===== src/rtl/game_state_ctrl.sv =====
// game_state_ctrl: game-level controller downstream of the ball movement stage.
// It owns the brick-visibility register that feeds back into the ball stage, accumulates a
// saturating score and runs the IDLE/RESET/PLAY/WON/LOST state machine.
//
// Ports:
//   clk        system clock (shared with the ball stage)
//   rst        asynchronous, active-high reset
//   start_btn  single-cycle start/restart pulse
//   lives_in   lives count from the ball stage
//   visible_in updated brick mask from the ball stage (1 = brick present)
//   visible    registered brick mask to the ball stage and the brick renderer
//   ball_rst   reset to the ball stage, high in every state except PLAY
//   score      accumulated score, saturates at 16'hFFFF
//   state      encoded state: IDLE=0, RESET=1, PLAY=2, WON=3, LOST=4
//   game_over  high in LOST
//   game_won   high in WON
module game_state_ctrl #(
  parameter int unsigned NUM_BLOCKS       = 56,
  parameter int unsigned POINTS_PER_BLOCK = 10,
  parameter int unsigned RST_CYCLES       = 4,
  parameter int unsigned START_LIVES      = 9
) (
  input  logic                  clk,
  input  logic                  rst,
  input  logic                  start_btn,
  input  logic [3:0]            lives_in,
  input  logic [NUM_BLOCKS-1:0] visible_in,
  output logic [NUM_BLOCKS-1:0] visible,
  output logic                  ball_rst,
  output logic [15:0]           score,
  output logic [2:0]            state,
  output logic                  game_over,
  output logic                  game_won
);

  localparam int unsigned CntW = (RST_CYCLES > 1) ? $clog2(RST_CYCLES) : 1;
  localparam int unsigned PopW = $clog2(NUM_BLOCKS + 1);

  typedef enum logic [2:0] {
    StIdle  = 3'd0,
    StReset = 3'd1,
    StPlay  = 3'd2,
    StWon   = 3'd3,
    StLost  = 3'd4
  } state_e;

  state_e                state_q, state_d;
  logic [CntW-1:0]       cnt_q, cnt_d;
  logic [NUM_BLOCKS-1:0] vis_q, vis_d;
  logic [15:0]           score_q, score_d;
  logic [3:0]            prev_lives_q, prev_lives_d;
  logic                  ball_rst_q, ball_rst_d;
  logic                  game_over_q, game_over_d;
  logic                  game_won_q, game_won_d;

  // Bits only ever clear: a brick reappearing on visible_in is ignored.
  logic [NUM_BLOCKS-1:0] vis_keep;
  logic [NUM_BLOCKS-1:0] cleared;
  logic [PopW-1:0]       cleared_cnt;
  logic [31:0]           score_sum;
  logic [15:0]           score_sat;
  logic                  rst_done;

  // prev_lives is kept for the ball stage's bookkeeping but drives no output here.
  logic unused_prev_lives;
  assign unused_prev_lives = ^prev_lives_q;

  // Single-cycle popcount; synthesis balances the chain into an adder tree.
  function automatic logic [PopW-1:0] popcount(input logic [NUM_BLOCKS-1:0] v);
    logic [PopW-1:0] acc;
    acc = '0;
    for (int i = 0; i < NUM_BLOCKS; i++) begin
      acc = acc + PopW'(v[i]);
    end
    return acc;
  endfunction

  assign vis_keep    = vis_q & visible_in;
  assign cleared     = vis_q & ~visible_in;
  assign cleared_cnt = popcount(cleared);
  // Sum at 32 bits so the credit cannot wrap before saturation.
  assign score_sum   = 32'(score_q) + 32'(cleared_cnt) * POINTS_PER_BLOCK;
  assign score_sat   = (score_sum > 32'h0000_FFFF) ? 16'hFFFF : score_sum[15:0];
  assign rst_done    = (cnt_q == CntW'(RST_CYCLES - 1));

  // State register and all registered outputs.
  always_ff @(posedge clk or posedge rst) begin
    if (rst) begin
      state_q      <= StIdle;
      cnt_q        <= '0;
      vis_q        <= '1;
      score_q      <= '0;
      prev_lives_q <= 4'(START_LIVES);
      ball_rst_q   <= 1'b1;
      game_over_q  <= 1'b0;
      game_won_q   <= 1'b0;
    end else begin
      state_q      <= state_d;
      cnt_q        <= cnt_d;
      vis_q        <= vis_d;
      score_q      <= score_d;
      prev_lives_q <= prev_lives_d;
      ball_rst_q   <= ball_rst_d;
      game_over_q  <= game_over_d;
      game_won_q   <= game_won_d;
    end
  end

  // Next-state logic.
  always_comb begin
    state_d = state_q;
    case (state_q)
      StIdle, StWon, StLost: begin
        if (start_btn) state_d = StReset;
      end
      StReset: begin
        if (rst_done) state_d = StPlay;
      end
      StPlay: begin
        // Winning takes priority over losing the last life in the same cycle.
        if (vis_keep == '0)        state_d = StWon;
        else if (lives_in == 4'd0) state_d = StLost;
      end
      default: state_d = StIdle;
    endcase
  end

  // Datapath next values and registered outputs, derived from the upcoming state.
  always_comb begin
    cnt_d        = cnt_q;
    vis_d        = vis_q;
    score_d      = score_q;
    prev_lives_d = prev_lives_q;
    case (state_q)
      StIdle, StWon, StLost: begin
        if (start_btn) begin
          cnt_d   = '0;
          score_d = '0;
          vis_d   = '1;
        end
      end
      StReset: begin
        cnt_d        = rst_done ? '0 : cnt_q + CntW'(1);
        prev_lives_d = 4'(START_LIVES);
      end
      StPlay: begin
        vis_d        = vis_keep;
        score_d      = score_sat;
        prev_lives_d = lives_in;
      end
      default: begin
        cnt_d = '0;
      end
    endcase

    ball_rst_d  = (state_d != StPlay);
    game_over_d = (state_d == StLost);
    game_won_d  = (state_d == StWon);
  end

  assign visible   = vis_q;
  assign ball_rst  = ball_rst_q;
  assign score     = score_q;
  assign state     = state_q;
  assign game_over = game_over_q;
  assign game_won  = game_won_q;

endmodule


===== config.mk =====
export PLATFORM = sky130hd
export DESIGN_NAME = game_state_ctrl
export DESIGN_NICKNAME = d
export VERILOG_FILES = /design/src/rtl/game_state_ctrl.sv
export SDC_FILE = /design/constraint.sdc
export NUM_CORES = 1
export LEC_CHECK = 0
export BUFFER_PORTS_ARGS = -buffer_cell sky130_fd_sc_hd__buf_4
export CELL_PAD_IN_SITES_DETAIL_PLACEMENT = 2
export CELL_PAD_IN_SITES_GLOBAL_PLACEMENT = 2
export CORE_MARGIN = 3
export CORE_UTILIZATION = 37
export CTS_CLUSTER_DIAMETER = 60
export DETAILED_ROUTE_END_ITERATION = 10
export PLACE_DENSITY_LB_ADDON = 0.1
export SLEW_MARGIN = 20
export SYNTH_ARGS = -nofsm -noshare
export SYNTH_HDL_FRONTEND = slang
export SYNTH_SLANG_ARGS = --single-unit

===== constraint.sdc =====
create_clock -name clk -period 17.5 [get_ports clk]
set_clock_uncertainty 0.2 [all_clocks]
set_input_delay 2.625 -clock clk [delete_from_list [all_inputs] [get_ports clk]]
set_output_delay 2.625 -clock clk [all_outputs]
set_load 0.02 [all_outputs]

==> results of run 1 <==
synthesized netlist by cell type, drive strengths merged (2+ instances only):
library cell,number,area share (%)
buf,8,0.66
and2,6,0.64
a31oi,2,0.21
xor2,2,0.30
inv,48,3.1
fa,48,16
nand3,5,0.43
a221oi,13,2.8
clkbuf,12,0.77
a21o,4,0.51
or2b,2,0.26
a22o,12,1.8
o211ai,3,0.39
nor2b,30,3.2
o21a,2,0.26
a22oi,7,0.90
or2,2,0.26
nor2,17,1.1
a21oi,17,1.5
a32o,4,0.69
nand4,6,0.64
o21ai,22,1.9
dfstp,57,26
o22a,49,7.4
dfrtp,23,9.9
nand2b,35,3.8
mux2i,2,0.34
nor3,7,0.60
xnor2,11,1.7
ha,34,7.3
nand2,40,2.6
per-stage QoR:
stage          worst slack, ps  util, %  hold WS [ps]
6_report                  5973    48.28         293.6
5_1_grt                   5538    48.28         341.1
4_1_cts                   5986    48.28         291.1
3_5_place_dp              5756    46.36         275.4
3_3_place_gp              6098    46.36         271.6
2_1_floorplan             6790        -         276.4
sequential cells by signal, indices dropped and copies added, names as in the netlist:
| register | flops |
|---|---|
| ball_rst | 1 |
| visible | 56 |
| score | 16 |
| state | 3 |
| game_over | 1 |
| cnt_q | 2 |
| game_won | 1 |
metal layers:
metal	vias up	part of all wire, %	track usage (%)
met5	-	0	0
met4	0	1.1	5.834
met3	13	4.3	3.905
met2	116	49	40.11
met1	2543	45	33.50
li1	2197	-	-
cell type report:
cell class              instances  area, µm²
clock inverters                 4      26.28
multi-input cells             398       3501
well taps                     211      264.0
inverters                      48      180.2
flip-flops and latches         80       2073
repair buffers                144       1081
clock buffers                  12      267.8
fillers                      1598       7921
worst min path at each step:
stage	to	slack, ps
6_report	score[0]$_DFFE_PP0P_	290
5_1_grt	visible[20]$_DFFE_PP1P_	340
3_3_place_gp	score[0]$_DFFE_PP0P_	270
2_1_floorplan	cnt_q[1]$_DFFE_PP0P_	280
3_5_place_dp	score[0]$_DFFE_PP0P_	280
4_1_cts	score[0]$_DFFE_PP0P_	290
worst max-delay path, delay by kind of cell:
family / cells / cell delay (ps)
XOR/XNOR: 1 / 220
AO/OA/AOI/OAI: 7 / 1460
buffers and inverters: 5 / 390
AND/OR/NAND/NOR: 5 / 1170
adder cells (fa/ha/maj): 13 / 5690
cells by family (layout without fill, tap and decap cells):
logic type,Yosys count,count (layout)
flops,80,80
buf+inv,68,208
compound gates,145,145
simple gates,156,156
fa+ha+maj,82,82
xor+xnor,13,13
mux,2,2
==> impl_metrics.toml, run 1 <==
[sta]
fin_crit_sh_pct = 65.87
period_minus_slack_ps = 11530
grt_setup_unrepaired = "false"
max_slew_margin_pct = 27.23
hold_viol_final = 0
fmax_ghz = 0.08675
setup_tns_ps = 0
tightest_slew_ps = 1088
slew_violations = 0
setup_viol = 0

[setup_path]
path_class = "in -> reg"
cpMostUsedCell = "fa_1"
timing.rr.end = "score[7]$_DFFE_PP0P_"
path_max_fanout = 8
r2r_cells = 29
crit_arrival_ps = 11590
cpPeakStageDelay_ps = 570
worstPathRequired_ps = 17560
crit_path_start_kind = "input port"
r2r_slack_ps = 7790
crit_start = "visible_in[17]"
critPathCapture = "score[7]$_DFFE_PP0P_"
r2r_start = "visible[13]$_DFFE_PP1P_"
cp_slowest_cell = "fa_1"
critical_path.endpoint_type = "flip-flop"

[global_routing]
track_usage_pct = 24.27
grt_pass1_vias = 5507
grt_pass1_wl_um = 32710
antenna_found_initial = 0
grt_max_degree = 68
overflow = 0

[cts]
clk_latency_ps = 350
post_cts_buffers = 0
cts-buffers-inserted = 9
h-tree-depth = 3
cts-root-buf = "clkbuf_16"
cts_tree = "built"
clk_path_buf_depth = 2
cts_resized = 0
clk_pin_slew_ps = 60
clock_sinks = 80
hold_buffers = 0

[synth]
synth_compound_area_share_pct = 19.70
synthSimpleGateAreaFrac_pct = 14.23
synth_edf_count = 0
synth_cells = 546
yosysSeqAreaShare_pct = 35.51
synth_fa_ha_area_share_pct = 23.75
synth_cell_types = 52
postSynth.asyncResetShare_pct = 100.0
synth_area_um2 = 5838
synth-xor-area-share_pct = 1.950
syn_area_per_cell_um2 = 10.69
ys.flop_type = "dfstp_2"
ys_ff_latch = 80
synth_top_family_by_area = "adder cells"
syn_nets = 691
synthMuxAreaShare_pct = 0.3429
yosys_warnings = 0

[final_layout]
instances_no_fill = 897
final_common_cell = "buf_4"
stdcell_area_um2 = 7393
antenna_cells = 0
final_cell_mix = "buf_4, dfstp_2, o22a_1"
fin_nets = 826
drive_gt1_share_pct = 33.24
syn_to_final_growth_pct = 26.64

[placement]
dp_hpwl_um = 15730
place_congestion = 0.8505
postPlaceCellArea_um2 = 7099
io_buffers = 140
place_inst = 881

[routing]
wl_um = 20540
viasPerCell = 5.428
drt_first_pass_iters = 4
drtAntennaViolNets = 0
wire_per_inst_um = 22.90
drt_iter0_markers = 215
vias = 4869
drc = 0

[hold_path]
whs_path_depth = 2
hold_class = "reg -> reg"
hp-start = "score[0]$_DFFE_PP0P_"

[floorplanning]
fp.coreArea_um2 = 15310
fp.dieArea_um2 = 17320
die_height_um = 131.6
start_util_pct = 38.12
dieWidth_um = 131.6
boundaryPins = 141
row_count = 45

[run]
drv_cap = 0

[run_status]
status = "complete, no violations"
Power of run 1 is not shown: default switching activity piles up to over one toggle a cycle in this logic, so the estimate is an artifact.
==> run 2, diff against run 1 <==
- ABC_AREA: default -> 1
- CORE_UTILIZATION: 37 -> 30
- clock period: 17.5 -> 9.24 ns (I/O delays scaled with it)
==> impl_metrics.toml, run 2 <==
[run_status]
status = "complete, no violations"

[placement]
io_buffers = 140
place_congestion = 0.8282
dp_hpwl_um = 18710
place_inst = 1185

[floorplanning]
row_count = 53
boundaryPins = 141
die_height_um = 153.1
fp.coreArea_um2 = 21150
fp.dieArea_um2 = 23450
dieWidth_um = 153.1
start_util_pct = 30.70

[setup_path]
cpMostUsedCell = "fa_1"
cp_slowest_cell = "fa_1"
crit_start = "visible_in[21]"
worstPathRequired_ps = 9330
crit_path_start_kind = "input port"
critical_path.endpoint_type = "flip-flop"
cpPeakStageDelay_ps = 570
path_class = "in -> reg"
r2r_slack_ps = 640
path_max_fanout = 6
crit_arrival_ps = 9180
r2r_start = "visible[39]$_DFFE_PP1P_"

[synth]
syn_nets = 891
ys.flop_type = "dfstp_2"
synth_area_um2 = 6495
synth_area_leaders = "dfstp_2, fa_1, nand2_1"
yosys_warnings = 0
postSynth.asyncResetShare_pct = 100.0
yosysSeqAreaShare_pct = 31.92
yosys.area.top_type = "dfstp_2"
synth_cells = 746
synth_edf_count = 0
ys_ff_latch = 80
synth_cell_types = 39
yosysTopAreaCellShare_pct = 23.06
yosysMostFrequentCell = "nand2_1"
syn_area_per_cell_um2 = 8.706
ys_top_cells_by_count = "nand2_1, inv_1, dfstp_2, nor2_1, fa_1"

[run]
drv_cap = 0

[global_routing]
antenna_found_initial = 0
grt_pass1_wl_um = 37900
grt_pass1_vias = 6805
track_usage_pct = 20.53
overflow = 0
grt_max_degree = 65

[cts]
clk_latency_ps = 350
clk_pin_slew_ps = 70
cts-root-buf = "clkbuf_16"
hold_buffers = 0
cts_tree = "built"
cts-buffers-inserted = 9
h-tree-depth = 3
clock_sinks = 80
clk_path_buf_depth = 2

[hold_path]
hp-start = "cnt_q[0]$_DFFE_PP0P_"
hold_class = "reg -> reg"

[sta]
period_minus_slack_ps = 9092
setup_viol = 0
fmax_ghz = 0.1100
max_slew_margin_pct = 32.73
grt_setup_unrepaired = "true"
hold_ws_ps = 298.9
slew_violations = 0
fin_crit_sh_pct = 98.40
tightest_slew_ps = 1009
hold_viol_final = 0

[final_layout]
multi_input_area_um2 = 4099
seqCellArea_um2 = 2073
final_common_cell = "buf_4"
antenna_cells = 0
fillers = 2329
fin_nets = 1074
syn_to_final_growth_pct = 35.70
largest_reg_flops = 56
drive_gt1_share_pct = 44.33
instances_no_fill = 1209
final_cell_mix = "buf_4, nand2_1, inv_1"

[routing]
viasPerCell = 4.791
wire_per_inst_um = 19.90
drc = 0
vias = 5792
drtAntennaViolNets = 0
wl_um = 24050
drt_first_pass_iters = 4
drt_iter0_markers = 194
[run 2: cell types whose count changed in the layout (fill, tap and decap cells not counted), sizes merged, moves of 30 or more]
| cell | delta |
|---|---|
| a22oi | +39 |
| buf | +41 |
| inv | +98 |
| nand2 | +159 |
| nand2b | -35 |
| nand3 | +37 |
| nor2 | +36 |
| nor2b | -30 |
| o22a | -49 |
[run 2: what timing repair did]
item | in CTS | in global routing
resized for setup | 28 | 56
gates cloned | 1 | 0
hold endpoints to repair | 0 | 0
setup endpoints to repair | 16 | 16
pin swaps | 21 | 18
buffers inserted | 4 | 4
[run 2: layout make-up]
class | instances | area share (%)
multi-input combinational | 508 | 46.51
inverter | 144 | 6.175
timing repair buffer | 186 | 16.35
sequential | 80 | 23.52
tap | 275 | 3.904
clock buffer | 10 | 2.712
clock inverter | 6 | 0.8234
[run 2: worst paths after layout]
path	depth (start not counted)	end
setup / recovery	34	score[3]$_DFFE_PP0P_
hold / removal	1	cnt_q[0]$_DFFE_PP0P_
setup reg to reg	34	score[3]$_DFFE_PP0P_
hold reg to reg	1	cnt_q[0]$_DFFE_PP0P_
max in group asynchronous	3	visible[16]$_DFFE_PP1P_
min in group asynchronous	2	state[0]$_DFF_PP0_
[run 2: routing by layer]
metal / global-route usage [%] / vias to the layer above / share of wire, %
met1: 23.38 / 2960 / 39
met5: 0 / - / 0
met4: 7.085 / 0 / 2.8
met2: 38.50 / 106 / 54
li1: - / 2697 / -
met3: 3.539 / 29 / 3.6
[run 2: critical path, delay by kind of cell]
family / cells / cell delay [ps]
adders and majority gates: 13 / 5390
and+or+nand+nor: 11 / 1160
buffers and inverters: 7 / 650
xor gates and xnor gates: 2 / 430
AOI/OAI and AO/OA: 1 / 160
[run 2: logic make-up (layout without fill, tap and decap cells)]
family / Yosys count / count (layout) / share of synthesized area, %
simple gates: 336 / 336 / 23.95
compound gates: 80 / 80 / 11.31
flops: 80 / 80 / 31.92
xor+xnor: 10 / 10 / 1.348
buf+inv: 158 / 346 / 10.13
fa+ha+maj: 82 / 82 / 21.34
[run 2: per-stage QoR]
| step | TNS [ps] | cell area, µm² | worst slack (ps) | util [%] |
|---|---|---|---|---|
| detailed placement | -10240 | 8074 | -683.5 | 38.17 |
| finish | 0 | 8813 | 148.1 | 41.66 |
| global route | -2184 | 8813 | -152.2 | 41.66 |
| CTS | 0 | 8556 | 6.899 | 40.44 |
| floorplan | 0 | 6495 | 79.15 | - |
| global placement | -7044 | 8074 | -502.2 | 38.17 |
Power of run 2 is left out for the same reason.
==> run 3, diff against run 2 <==
- REMOVE_ABC_BUFFERS: default -> 1
==> impl_metrics.toml, run 3 (synthesis results as in run 2) <==
[run_status]
status = "complete, no violations"

[global_routing]
track_usage_pct = 19.96
overflow = 0
antenna_found_initial = 0
grt_pass1_vias = 6795
grt_pass1_wl_um = 36840
grt_max_degree = 54

[routing]
drtAntennaViolNets = 0
wire_per_inst_um = 18.98
drc = 0
drt-met1-wl_um = 9667
vias = 5734
drt_iter0_markers = 166
met3_length_um = 873
top_layer = "met4"
drt_first_pass_iters = 4
viasPerCell = 4.727
wl_um = 23020
route.met2.wl_um = 11980

[sta]
hold_ws_ps = 305.1
setup_viol = 0
fin_crit_sh_pct = 99.98
fmax_ghz = 0.1082
slew_violations = 0
grt_setup_unrepaired = "true"
hold_viol_final = 0
period_minus_slack_ps = 9238
max_slew_margin_pct = 43.52
tightest_slew_ps = 847.1

[final_layout]
largest_reg_flops = 56
fin_nets = 1078
drive_gt1_share_pct = 45.63
fillers = 2338
instances_no_fill = 1213
antenna_cells = 0
stdcell_area_um2 = 8856
final_common_cell = "buf_4"
final_cell_mix = "buf_4, nand2_1, inv_1"
syn_to_final_growth_pct = 36.35

[cts]
cts-root-buf = "clkbuf_16"
clk_pin_slew_ps = 70
clk_path_buf_depth = 2
clock_sinks = 80
h-tree-depth = 3
cts_tree = "built"
cts-buffers-inserted = 9
clk_latency_ps = 350

[setup_path]
worstPathRequired_ps = 9330
cpMostUsedCell = "fa_1"
crit_path_start_kind = "input port"
r2r_slack_ps = 510
path_depth = 32
critical_path.endpoint_type = "flip-flop"
crit_family = "adder cells"
cpPeakStageDelay_ps = 570
crit_start = "visible_in[9]"
cp_slowest_cell = "fa_1"
critical_path_buf_inv_count = 7
critPathCapture = "score[5]$_DFFE_PP0P_"
r2r_cells = 34
path_class = "in -> reg"
crit_arrival_ps = 9330
r2r_start = "visible[39]$_DFFE_PP1P_"
timing.rr.end = "score[5]$_DFFE_PP0P_"
path_max_fanout = 8

[floorplanning]
dieWidth_um = 153.1
fp.coreArea_um2 = 21150
start_util_pct = 30.70
boundaryPins = 141
die_height_um = 153.1
row_count = 53
fp.dieArea_um2 = 23450

[placement]
dp_hpwl_um = 18150
place_inst = 1184
place_congestion = 0.7728
postPlaceCellArea_um2 = 8066
io_buffers = 140

[hold_path]
hold_class = "reg -> reg"

[run]
drv_cap = 0
[run 3: cell count changes in the layout (fill, tap and decap cells not counted), sizes merged]
cell,previous run,this run
buf,185,190
clkinvlp,0,2
clkinv,3,1
clkbuf,11,10
[run 3: worst reg2reg max path: cells and delay by family (launching register included)]
kind | cells | cell delay (ps)
flip-flops | 1 | 540
buffers and inverters | 9 | 660
adder cells (fa/ha/maj) | 13 | 5740
XOR/XNOR | 2 | 400
AO/OA/AOI/OAI | 2 | 260
AND/OR/NAND/NOR | 8 | 860
[run 3: per-layer routing]
layer | GRT usage [%] | vias up
met5 | 0 | -
met4 | 6.364 | 0
met3 | 3.454 | 28
met2 | 35.65 | 111
met1 | 24.45 | 2899
li1 | - | 2696
[run 3: how the worst min path moves through the flow]
stage	start	end	slack, ps	cells past startpoint
2_1_floorplan	cnt_q[0]$_DFFE_PP0P_	cnt_q[0]$_DFFE_PP0P_	250	1
3_3_place_gp	cnt_q[0]$_DFFE_PP0P_	cnt_q[0]$_DFFE_PP0P_	270	1
3_5_place_dp	visible[18]$_DFFE_PP1P_	visible[18]$_DFFE_PP1P_	290	2
4_1_cts	visible[18]$_DFFE_PP1P_	visible[18]$_DFFE_PP1P_	300	2
5_1_grt	visible[16]$_DFFE_PP1P_	visible[16]$_DFFE_PP1P_	330	2
6_report	visible[28]$_DFFE_PP1P_	visible[28]$_DFFE_PP1P_	310	2
[run 3: area by class of cell]
type	instances	area, µm²	area share (%)
clock buffer	10	239.0	2.699
clock inverter	6	73.82	0.8336
inverter	144	544.3	6.146
multi-input combinational	508	4124	46.57
sequential	80	2073	23.41
tap	275	344.1	3.885
timing repair buffer	190	1458	16.46
[run 3: per-stage QoR]
stage | setup TNS [ps] | utilization, % | setup slack, ps
2_1_floorplan | -87.36 | - | -21.84
3_3_place_gp | -6777 | 38.13 | -469.7
3_5_place_dp | -11650 | 38.13 | -767.4
4_1_cts | 0 | 40.53 | 15.92
5_1_grt | -4444 | 41.86 | -307.3
6_report | 0 | 41.86 | 1.982
[run 3: what timing repair did]
action                     4_1_cts  5_1_grt
hold buffers                     0        0
gates resized for setup         27       63
pin swaps                       19       45
buffers inserted                 7        7
setup endpoints to repair       16       16
Power of run 3 is left out for the same reason.
